## src/rtl/tmr_scrub_pkg.sv

```systemverilog
// Shared types and helpers for the TMR scrub controller.
// State encoding, default timing constants and an index-width helper.
package tmr_scrub_pkg;

    typedef enum logic [2:0] {
        IDLE  = 3'd0,
        WAIT  = 3'd1,
        READ  = 3'd2,
        VOTE  = 3'd3,
        WRITE = 3'd4
    } scrub_state_e;

    localparam int DEF_INTERVAL   = 1024;
    localparam int DEF_RD_TIMEOUT = 15;

    // Bits needed to hold an index 0..n-1, never less than one.
    function automatic int idx_w(input int n);
        return (n > 1) ? $clog2(n) : 1;
    endfunction

endpackage

```

## src/rtl/tmr_word_voter.sv

```systemverilog
// Bitwise 2-of-3 majority voter with disagreement flags.
// Purely combinational; shared by the TMR blocks.
module tmr_word_voter #(
    parameter int WIDTH = 32
) (
    input  logic [WIDTH-1:0] a,
    input  logic [WIDTH-1:0] b,
    input  logic [WIDTH-1:0] c,
    output logic [WIDTH-1:0] voted,
    output logic             mismatch,
    output logic             uncorr
);

    assign voted    = (a & b) | (b & c) | (a & c);
    assign mismatch = (a != voted) || (b != voted) || (c != voted);
    // All three copies differ pairwise: the vote cannot be trusted.
    assign uncorr   = (a != b) && (b != c) && (a != c);

endmodule

```

## src/rtl/tmr_scrub_ctrl.sv

```systemverilog
// Round-robin scrubber for triplicated register banks: read, vote, write back.
// Optional per-bank sticky error map when TMR_SCRUB_STATS_EN is defined.
module tmr_scrub_ctrl
    import tmr_scrub_pkg::*;
#(
    parameter int N_BANKS    = 8,
    parameter int WIDTH      = 32,
    parameter int INTERVAL   = DEF_INTERVAL,
    parameter int RD_TIMEOUT = DEF_RD_TIMEOUT,
    parameter int CNT_W      = 16
) (
    input  logic                        clk,
    input  logic                        rstn,
    input  logic                        en,
    input  logic                        force_scrub,
    input  logic                        clr_cnt,
    output logic [idx_w(N_BANKS)-1:0]   bank_sel,
    output logic                        rd_req,
    input  logic                        rd_valid,
    input  logic [WIDTH-1:0]            copy_a,
    input  logic [WIDTH-1:0]            copy_b,
    input  logic [WIDTH-1:0]            copy_c,
    output logic                        wr_en,
    output logic [WIDTH-1:0]            wr_data,
    output logic                        err_corr,
    output logic                        err_uncorr,
    output logic                        err_timeout,
    output logic [CNT_W-1:0]            err_cnt,
    output logic                        busy,
`ifdef TMR_SCRUB_STATS_EN
    output logic [N_BANKS-1:0]          err_map,
`endif
    output scrub_state_e                state_dbg
);

    localparam int BW = idx_w(N_BANKS);
    localparam int IW = idx_w(INTERVAL);
    localparam int TW = idx_w(RD_TIMEOUT);
    localparam logic [BW-1:0] BANK_LAST = BW'(N_BANKS - 1);
    localparam logic [IW-1:0] INT_LAST  = IW'(INTERVAL - 1);
    localparam logic [TW-1:0] TO_LAST   = TW'(RD_TIMEOUT - 1);

    scrub_state_e     state;
    logic [IW-1:0]    icnt;
    logic [TW-1:0]    tcnt;
    logic [WIDTH-1:0] cp_a, cp_b, cp_c;
    logic [WIDTH-1:0] voted;
    logic             mismatch, uncorr;
    logic [BW-1:0]    next_bank;

    assign state_dbg = state;
    assign next_bank = (bank_sel == BANK_LAST) ? '0 : bank_sel + BW'(1);

    tmr_word_voter #(.WIDTH(WIDTH)) u_voter (
        .a        (cp_a),
        .b        (cp_b),
        .c        (cp_c),
        .voted    (voted),
        .mismatch (mismatch),
        .uncorr   (uncorr)
    );

    // Read handshake: rd_req rises on entry to READ and holds until the cycle
    // rd_valid is sampled high (or the timeout fires); rd_valid is ignored
    // whenever rd_req is low.
    always_ff @(posedge clk or negedge rstn) begin
        if (!rstn) begin
            state       <= IDLE;
            bank_sel    <= '0;
            icnt        <= '0;
            tcnt        <= '0;
            cp_a        <= '0;
            cp_b        <= '0;
            cp_c        <= '0;
            rd_req      <= 1'b0;
            wr_en       <= 1'b0;
            wr_data     <= '0;
            err_corr    <= 1'b0;
            err_uncorr  <= 1'b0;
            err_timeout <= 1'b0;
            busy        <= 1'b0;
        end else begin
            wr_en       <= 1'b0;
            err_corr    <= 1'b0;
            err_uncorr  <= 1'b0;
            err_timeout <= 1'b0;
            case (state)
                IDLE: begin
                    if (en) begin
                        state <= WAIT;
                        icnt  <= '0;
                    end
                end
                WAIT: begin
                    if (!en) begin
                        state <= IDLE;
                    end else if (icnt == INT_LAST || force_scrub) begin
                        state  <= READ;
                        rd_req <= 1'b1;
                        busy   <= 1'b1;
                        tcnt   <= '0;
                    end else begin
                        icnt <= icnt + IW'(1);
                    end
                end
                READ: begin
                    if (rd_valid) begin
                        cp_a   <= copy_a;
                        cp_b   <= copy_b;
                        cp_c   <= copy_c;
                        rd_req <= 1'b0;
                        state  <= VOTE;
                    end else if (tcnt == TO_LAST) begin
                        rd_req      <= 1'b0;
                        busy        <= 1'b0;
                        err_timeout <= 1'b1;
                        bank_sel    <= next_bank;
                        icnt        <= '0;
                        state       <= en ? WAIT : IDLE;
                    end else begin
                        tcnt <= tcnt + TW'(1);
                    end
                end
                VOTE: begin
                    if (mismatch) begin
                        state      <= WRITE;
                        wr_en      <= 1'b1;
                        wr_data    <= voted;
                        err_uncorr <= uncorr;
                        err_corr   <= !uncorr;
                    end else begin
                        busy     <= 1'b0;
                        bank_sel <= next_bank;
                        icnt     <= '0;
                        state    <= en ? WAIT : IDLE;
                    end
                end
                WRITE: begin
                    busy     <= 1'b0;
                    bank_sel <= next_bank;
                    icnt     <= '0;
                    state    <= en ? WAIT : IDLE;
                end
                default: state <= IDLE;
            endcase
        end
    end

    // The count updates at the end of WRITE so a clear seen alongside the
    // error pulse still wins.
    always_ff @(posedge clk or negedge rstn) begin
        if (!rstn) begin
            err_cnt <= '0;
        end else if (clr_cnt) begin
            err_cnt <= '0;
        end else if (state == WRITE && !(&err_cnt)) begin
            err_cnt <= err_cnt + CNT_W'(1);
        end
    end

`ifdef TMR_SCRUB_STATS_EN
    always_ff @(posedge clk or negedge rstn) begin
        if (!rstn) begin
            err_map <= '0;
        end else if (clr_cnt) begin
            err_map <= '0;
        end else if (state == WRITE) begin
            err_map[bank_sel] <= 1'b1;
        end
    end
`endif

endmodule
```

## config.mk

```make
export PLATFORM = sky130hd
export DESIGN_NAME = tmr_scrub_ctrl
export DESIGN_NICKNAME = d
export VERILOG_FILES = /design/src/rtl/tmr_scrub_pkg.sv /design/src/rtl/tmr_word_voter.sv /design/src/rtl/tmr_scrub_ctrl.sv
export SDC_FILE = /design/constraint.sdc
export NUM_CORES = 1
export LEC_CHECK = 0
export CAP_MARGIN = 20
export CORE_MARGIN = 4
export CORE_UTILIZATION = 40
export DETAILED_ROUTE_END_ITERATION = 10
export GPL_TIMING_DRIVEN = 0
export PLACE_DENSITY_LB_ADDON = 0.25
export REMOVE_ABC_BUFFERS = 1
export SYNTH_ARGS = -nofsm -noshare
export SYNTH_HDL_FRONTEND = slang
export SYNTH_HIERARCHICAL = 1
export SYNTH_SLANG_ARGS = --single-unit
export TNS_END_PERCENT = 5
```

## constraint.sdc

```tcl
create_clock -name clk -period 5.3 [get_ports clk]
set_clock_uncertainty 0.15 [all_clocks]
set_input_delay 1.59 -clock clk [delete_from_list [all_inputs] [get_ports clk]]
set_output_delay 1.59 -clock clk [all_outputs]
set_load 0.005 [all_outputs]
```

### Word-level counts from Yosys, hierarchy flattened

Cells that the tools add are included.

| storage, ports and cells | value |
|---|---|
| memories kept | 0 |
| input bits | 102 |
| ROM bits | 0 |
| logic and storage cells | 114 |
| output and inout bits | 60 |
| bits in latches | 0 |
| bits in registers | 170 |
| bits in writable memories | 0 |

| operators by class | value |
|---|---|
| equality and inequality tests | 23 |
| reduce and logical (&&, ||, !) cells | 23 |
| div/mod/pow operators | 0 |
| magnitude comparators | 0 |
| multipliers | 0 |
| muxes and demuxes | 44 |
| bitwise gates (word level) | 5 |
| $add $sub $neg | 4 |
| shift-type cells | 0 |

Operators by type and width:

| kind | number |
|---|---|
| 32-bit inequality test | 6 |
| 32-bit AND | 3 |
| 32-bit OR | 2 |
| 10-bit two-way mux | 6 |
| 10-bit case mux with 5 select lines | 1 |
| 16-bit two-way mux | 2 |
| 3-bit two-way mux | 10 |
| 16-bit by 1-bit adder with 16-bit output (second input constant) | 1 |
| 1-bit two-way mux | 16 |
| 4-bit two-way mux | 4 |
| 2-bit inequality test (second input constant) | 8 |
| 16-bit AND reduction | 1 |
| 3-bit case mux with 5 select lines | 1 |
| 10-bit by 1-bit adder with 10-bit output (second input constant) | 1 |
| 10-bit == test (second input constant) | 1 |
| 3-bit case mux with 3 select lines | 1 |
| 4-bit case mux with 2 select lines | 1 |
| 4-bit AND reduction | 2 |
| 7-bit AND reduction | 1 |
| 3-bit by 2-bit == test with 1-bit output (second input constant) | 2 |
| 3-bit == test (second input constant) | 2 |
| 3-bit inequality test (second input constant) | 2 |
| 6-bit AND reduction | 1 |
| 5-bit AND reduction | 1 |
| 16 further kinds | 23 |

### Logic depth before layout (Yosys ltp)

Gate-level depths: netlist of the first run.

| logic depth | value |
|---|---|
| depth in word-level cells | 8 |
| mapped depth | 12 |
| gate-level depth less buffers | 11 |

### By module

The synthesis of the first run kept the hierarchy.

By module, submodules not included:

| module | cells each | area each (µm²) | sequential area each (µm²) | times used |
|---|---|---|---|---|
| tmr_scrub_ctrl | 579 | 7,144.4 | 4,254.1 | 1 |
| tmr_word_voter | 342 | 2,829.0 | 0.0 | 1 |

### Worst setup path after synthesis of the first run

No wires, ideal clock.

| timing path | value |
|---|---|
| path kind | register -> register |
| start | register cp_b[16] |
| end | register icnt[5] |
| slack | 1.680 ns |
| arrival | 3.346 ns |
| buffers on the path | 0 |
| library setup time | 0.124 ns |
| required time | 5.026 ns |
| clock period less this slack | 3.620 ns |
| cell stages (with the launch flop) | 11 |
| path through | dfrtp_1 > ha_1 > or3_4 > or3_1 > a2111o_1 > or4_1 > or4_1 > nand2b_1 > o211ai_1 > nand3_1 > a211o_1 |

| on the way | value |
|---|---|
| longest elaborated chain between the ends | 8 |
| elaborated cells between the ends (all ways) | 11 |
| classes of those cells | eq/ne: 4; bitwise: 4; reduce/logical: 3 |

Ends and longest elaborated chain:

| item | line | RTL |
|---|---|---|
| start: declaration | tmr_scrub_ctrl.sv:46 | `logic [WIDTH-1:0] cp_a, cp_b, cp_c;` |
| start signal: assignment | tmr_scrub_ctrl.sv:109 | `cp_b <= copy_b;` |
| 32-bit AND | tmr_word_voter.sv:14 | `assign voted = (a & b) \| (b & c) \| (a & c);` |
| 32-bit OR (*) (2 in a row) | tmr_word_voter.sv:14 |  |
| net voted[16] | tmr_scrub_ctrl.sv:47 | `logic [WIDTH-1:0] voted;` |
| 32-bit inequality test | tmr_word_voter.sv:15 | `assign mismatch = (a != voted) \|\| (b != voted) \|\| (c != voted);` |
| 1-bit logical OR | tmr_word_voter.sv:15 |  |
| 1-bit logical OR (*) | tmr_word_voter.sv:15 |  |
| net mismatch | tmr_scrub_ctrl.sv:48 | `logic mismatch, uncorr;` |
| 2-bit inequality test (no source line) (*) | -- |  |
| 7-bit AND reduction (no source line) (*) | -- |  |
| end signal: assignment | tmr_scrub_ctrl.sv:103 | `icnt <= icnt + IW'(1);` |
| end: declaration | tmr_scrub_ctrl.sv:44 | `logic [IW-1:0] icnt;` |

Mark *: on every way through the listed nets, which the timed path passes. The rest lies on a longest branch.
A chain may end at the register's enable or synchronous reset.

### Final worst setup path of the first run

| timing path | value |
|---|---|
| start | register cp_b[28] |
| end | register wr_data[12] |

| on the way | value |
|---|---|
| longest elaborated chain between the ends | 7 |
| elaborated cells between the ends (all ways) | 10 |
| classes of those cells | eq/ne: 3; bitwise: 4; reduce/logical: 3 |

Ends and longest elaborated chain:

| item | line | RTL |
|---|---|---|
| 32-bit AND | tmr_word_voter.sv:14 |  |
| 32-bit OR (*) (2 in a row) | tmr_word_voter.sv:14 |  |
| net voted[28] | tmr_scrub_ctrl.sv:47 |  |
| 32-bit inequality test | tmr_word_voter.sv:15 |  |
| 1-bit logical OR | tmr_word_voter.sv:15 |  |
| 1-bit logical OR (*) | tmr_word_voter.sv:15 |  |
| net mismatch | tmr_scrub_ctrl.sv:48 |  |
| 2-bit AND reduction (no source line) (*) | -- |  |
| end signal: assignment | tmr_scrub_ctrl.sv:128 | `wr_data <= voted;` |
| end: declaration | tmr_scrub_ctrl.sv:24 | `output logic [WIDTH-1:0] wr_data,` |

Marked as above.

==> run_summary.xml, run 1 <==
<?xml version="1.0" encoding="UTF-8"?>
<metrics>
  <group name="cells_and_area">
    <metric name="drive_gt1_frac" unit="">0.118</metric>
    <metric name="flow.area_growth_from_synthesis" unit="%">26.2</metric>
    <metric name="num-nets-final" unit="">1281</metric>
  </group>
  <group name="sta">
    <metric name="period_minus_slack" unit="ps">5120</metric>
    <metric name="setup_total_negative_slack" unit="ps">0</metric>
    <metric name="worst_slew_pin_slew" unit="ps">1060</metric>
    <metric name="timing.max_slew.rel_slack" unit="">0.275</metric>
    <metric name="report.final.slew_viol_count" unit="">0</metric>
    <metric name="final_hold_viol_count" unit="">0</metric>
    <metric name="fmax" unit="GHz">0.195</metric>
    <metric name="setup-violations-final" unit="">0</metric>
    <metric name="final_min_period_over_clock_period" unit="">0.966</metric>
    <metric name="rsz_0062_raised_after_global_routing" unit="">false</metric>
  </group>
  <group name="routing">
    <metric name="drc" unit="">0</metric>
    <metric name="dr.first_iter.drc_count" unit="">552</metric>
    <metric name="drt.antenna.violating_nets" unit="">0</metric>
    <metric name="route.vias.total" unit="">7941</metric>
    <metric name="first_pass_iters" unit="">5</metric>
    <metric name="route.detailed.wl_per_inst" unit="um">18.4</metric>
    <metric name="avg_vias_per_cell" unit="">5.62</metric>
    <metric name="drt_wl_total" unit="mm">26.0</metric>
  </group>
  <group name="power">
    <metric name="total_power" unit="mW">7.11</metric>
    <metric name="leakagePower" unit="nW">5.58</metric>
    <metric name="vdd_drop_max" unit="mV">0.261</metric>
    <metric name="power.density" unit="nW/um^2">565</metric>
  </group>
  <group name="global_route">
    <metric name="grt_antenna_before_repair" unit="">1</metric>
    <metric name="largest_net_degree_at_the_start_of_global_routing" unit="">93</metric>
    <metric name="grt_util_all_layers" unit="">0.187</metric>
    <metric name="grt_first_pass_wirelength" unit="mm">41.7</metric>
    <metric name="grt_overflow_total" unit="">0</metric>
    <metric name="grt_pass1_vias" unit="">7827</metric>
  </group>
  <group name="synthesis">
    <metric name="synthesis.instances" unit="">921</metric>
    <metric name="ys_ff_latch" unit="">170</metric>
    <metric name="seq_area_frac_synth" unit="">0.427</metric>
    <metric name="synth-edff-count" unit="">0</metric>
    <metric name="ys_top_cells_by_area" unit="">dfrtp_1 (43%), ha_1 (13%), mux2_2 (8.1%)</metric>
    <metric name="synth_largest_area_cell" unit="">dfrtp_1</metric>
    <metric name="synthDistinctLibCells" unit="">71</metric>
    <metric name="primary_ff_master_synth" unit="">dfrtp_1</metric>
    <metric name="synthesis.yosys.warnings" unit="">6</metric>
    <metric name="netlist.area_leader.share" unit="">0.427</metric>
    <metric name="mappedNetlistArea" unit="sq um">9970</metric>
    <metric name="per_instance_average_area_after_synthesis" unit="sq um">10.8</metric>
    <metric name="postSynth.asyncResetShare" unit="">1.00</metric>
  </group>
  <group name="clock_tree">
    <metric name="cts_buffers" unit="">17</metric>
    <metric name="worst_setup_hold_path_clk_slew" unit="ps">70</metric>
    <metric name="postCtsSetupRepairBufs" unit="">0</metric>
    <metric name="postCtsHoldBufs" unit="">0</metric>
    <metric name="cts_resized" unit="">0</metric>
    <metric name="worstSkewPairLatency" unit="ps">430</metric>
    <metric name="cts_buffer_depth" unit="">2</metric>
    <metric name="clock-sinks" unit="">170</metric>
    <metric name="clockRootBuffer" unit="">clkbuf_16</metric>
    <metric name="tritoncts_clock_tree" unit="">yes</metric>
    <metric name="htreeDepth" unit="">4</metric>
  </group>
  <group name="worst_hold_path">
    <metric name="worst_hold_path_type" unit="">flop to flop</metric>
    <metric name="min-delay-start" unit="">wr_data[0]</metric>
    <metric name="whs_endpoint" unit="">wr_data[0]</metric>
    <metric name="worst_hold_path.num_cells" unit="">2</metric>
  </group>
  <group name="critical_path">
    <metric name="r2r_setup_slack" unit="ps">180</metric>
    <metric name="setup.worst_path.end_class" unit="">flop</metric>
    <metric name="worst_ep_required_time" unit="ps">5470</metric>
    <metric name="worst_r2r_path_depth" unit="">12</metric>
    <metric name="worst-setup-path-type" unit="">flop to flop</metric>
    <metric name="timing.critical_path.from_type" unit="">flop</metric>
    <metric name="r2r_start" unit="">cp_b[28]</metric>
    <metric name="path_max_fanout" unit="">35</metric>
    <metric name="critPathArrivalTime" unit="ps">5280</metric>
    <metric name="worst_r2r_endpoint" unit="">wr_data[12]</metric>
  </group>
  <group name="die">
    <metric name="start_util" unit="">0.409</metric>
    <metric name="ios" unit="">162</metric>
    <metric name="rows" unit="">57</metric>
    <metric name="die-height" unit="um">166</metric>
    <metric name="die-area" unit="sq um">27500</metric>
    <metric name="placeableCoreArea" unit="sq um">24400</metric>
    <metric name="dieWidth" unit="um">166</metric>
  </group>
  <group name="run_status">
    <metric name="outcome" unit="">finished clean</metric>
  </group>
  <group name="job">
    <metric name="drv.max_cap_violation_count" unit="">0</metric>
  </group>
  <group name="place">
    <metric name="place_congestion" unit="">0.847</metric>
    <metric name="detailedPlacementHpwl" unit="mm">19.4</metric>
    <metric name="portBuffers" unit="">161</metric>
  </group>
</metrics>
-- Yosys cell counts (3+ instances only) --
cell type / n
o31ai_1: 5
and3_1: 9
a31oi_1: 5
o311a_1: 4
nor2b_1: 4
o21ai_0: 11
o21a_1: 3
ha_1: 102
mux2_2: 72
o22ai_1: 18
nor3_1: 18
buf_2: 11
o22a_1: 4
o31a_1: 27
dfrtp_1: 170
nor4_1: 59
and2_1: 10
or3_1: 29
or4_1: 13
nand2_1: 117
xnor2_1: 14
a21oi_1: 17
nand4_1: 15
o2111ai_1: 3
a211o_1: 4
mux2i_1: 11
mux2_1: 31
buf_4: 7
nor2_1: 30
inv_1: 21
nand3_1: 16
clkbuf_1: 9
and4_1: 4
-- routing by layer --
layer / global-route usage / share of wire / routed length [um]
met4: 0.0491 / 0.019 / 500
met5: 0 / 0.00077 / 20
met1: 0.252 / 0.46 / 12000
met3: 0.0407 / 0.047 / 1230
met2: 0.306 / 0.47 / 12300
-- how the worst max path moves through the flow --
| stage | startpoint | to |
|---|---|---|
| final | cp_b[28] | wr_data[12] |
| after detailed placement | cp_b[28] | wr_data[12] |
| after floorplan | cp_b[16] | err_uncorr |
| after global placement | rstn | cp_c[26] |
| after CTS | cp_b[28] | wr_data[12] |
| after global routing | cp_b[28] | wr_data[12] |
-- worst max-delay path, cell delays in order, from the launching register on --
cell	delay (ps)
dfrtp_1	450
ha_1	260
or3_1	420
or3_1	320
a2111oi_0	940
nand4_1	250
or4_1	720
nand3_2	150
buf_12	220
clkinv_1	530
buf_16	370
nand2_1	130
nand2_1	60
-- layout make-up --
class                      instances  area, sq um
fill                            2199        11800
multi-input combinational        701         5490
sequential                       170         4250
timing repair buffer             165         1720
clock buffer                      17          425
tap                              324          405
clock inverter                    14          208
inverter                          22         82.6
antenna                            1         2.50
-- layout by cell type, fill, tap and decap left out, types with 3 or more instances in the layout --
cell type	instances
xnor2_1	14
mux2_1	31
o2111ai_1	3
inv_1	21
o31a_1	27
nand2_1	117
o21ai_0	11
or4_1	13
a21oi_1	17
mux2i_1	11
a211o_1	4
clkdlybuf4s50_1	160
and2_1	9
nor3_1	18
o311a_1	4
inv_6	5
o22ai_1	18
bufinv_16	4
nor2_1	30
and4_1	4
o22a_1	4
clkbuf_16	17
buf_16	3
nand4_1	15
nor2b_1	4
o21a_1	3
or3_1	29
mux2_2	72
nor4_1	59
ha_1	102
dfrtp_1	170
o31ai_1	5
a31oi_1	5
nand3_1	15
and3_1	9
-- logic make-up after synthesis --
group                    Yosys count  share of synthesized area
adder cells (fa/ha/maj)          102                      0.128
buffers and inverters             50                     0.0236
XOR/XNOR                          16                     0.0141
multiplexers                     114                      0.127
flip-flops                       170                      0.427
AND/OR/NAND/NOR                  349                      0.191
AO/OA/AOI/OAI                    120                     0.0898
-- registers in the layout, indices dropped and copies added (netlist names), 3 cells and up --
| register | flops |
|---|---|
| cp_a | 32 |
| cp_b | 32 |
| cp_c | 32 |
| wr_data | 32 |
| err_cnt | 16 |
| icnt | 10 |
| tcnt | 4 |
| bank_sel | 3 |
| state_dbg | 3 |
-- through the flow --
stage / worst slack, ps / utilization / area, sq um / cells / hold WS, ps
5_1_grt: 71.4 / 0.516 / 12600 / 1413 / 357
3_3_place_gp: -4850 / 0.485 / 11800 / 1378 / 309
2_1_floorplan: 655 / - / 9820 / 893 / 320
4_1_cts: 136 / 0.516 / 12600 / 1413 / 333
3_5_place_dp: 176 / 0.490 / 12000 / 1382 / 318
6_report: 182 / 0.516 / 12600 / 1414 / 327
-- power breakdown --
group / switching [mW] / internal, mW / leakage [nW]
combinational: 1.60 / 1.69 / 3.13
sequential: 0.639 / 1.82 / 2.14
clock: 0.561 / 0.800 / 0.303
Note: power is estimated with default switching activity, not from simulation.
==> run 2: changes to the inputs <==
--- a/config.mk
+++ b/config.mk
@@ -8,6 +8,7 @@
 export CAP_MARGIN = 20
 export CORE_MARGIN = 4
 export CORE_UTILIZATION = 40
+export CTS_CLUSTER_SIZE = 40
 export DETAILED_ROUTE_END_ITERATION = 10
 export GPL_TIMING_DRIVEN = 0
 export PLACE_DENSITY_LB_ADDON = 0.25
==> results of run 2 <==
The final DEF is identical to that of run 1; final timing and power are the same.
==> run 3: changes to the inputs <==
--- a/config.mk
+++ b/config.mk
@@ -11,6 +11,7 @@
 export CTS_CLUSTER_SIZE = 40
 export DETAILED_ROUTE_END_ITERATION = 10
 export GPL_TIMING_DRIVEN = 0
+export HOLD_SLACK_MARGIN = 0.12
 export PLACE_DENSITY_LB_ADDON = 0.25
 export REMOVE_ABC_BUFFERS = 1
 export SYNTH_ARGS = -nofsm -noshare
==> results of run 3 <==
The final DEF is identical to that of run 1; final timing and power are the same.
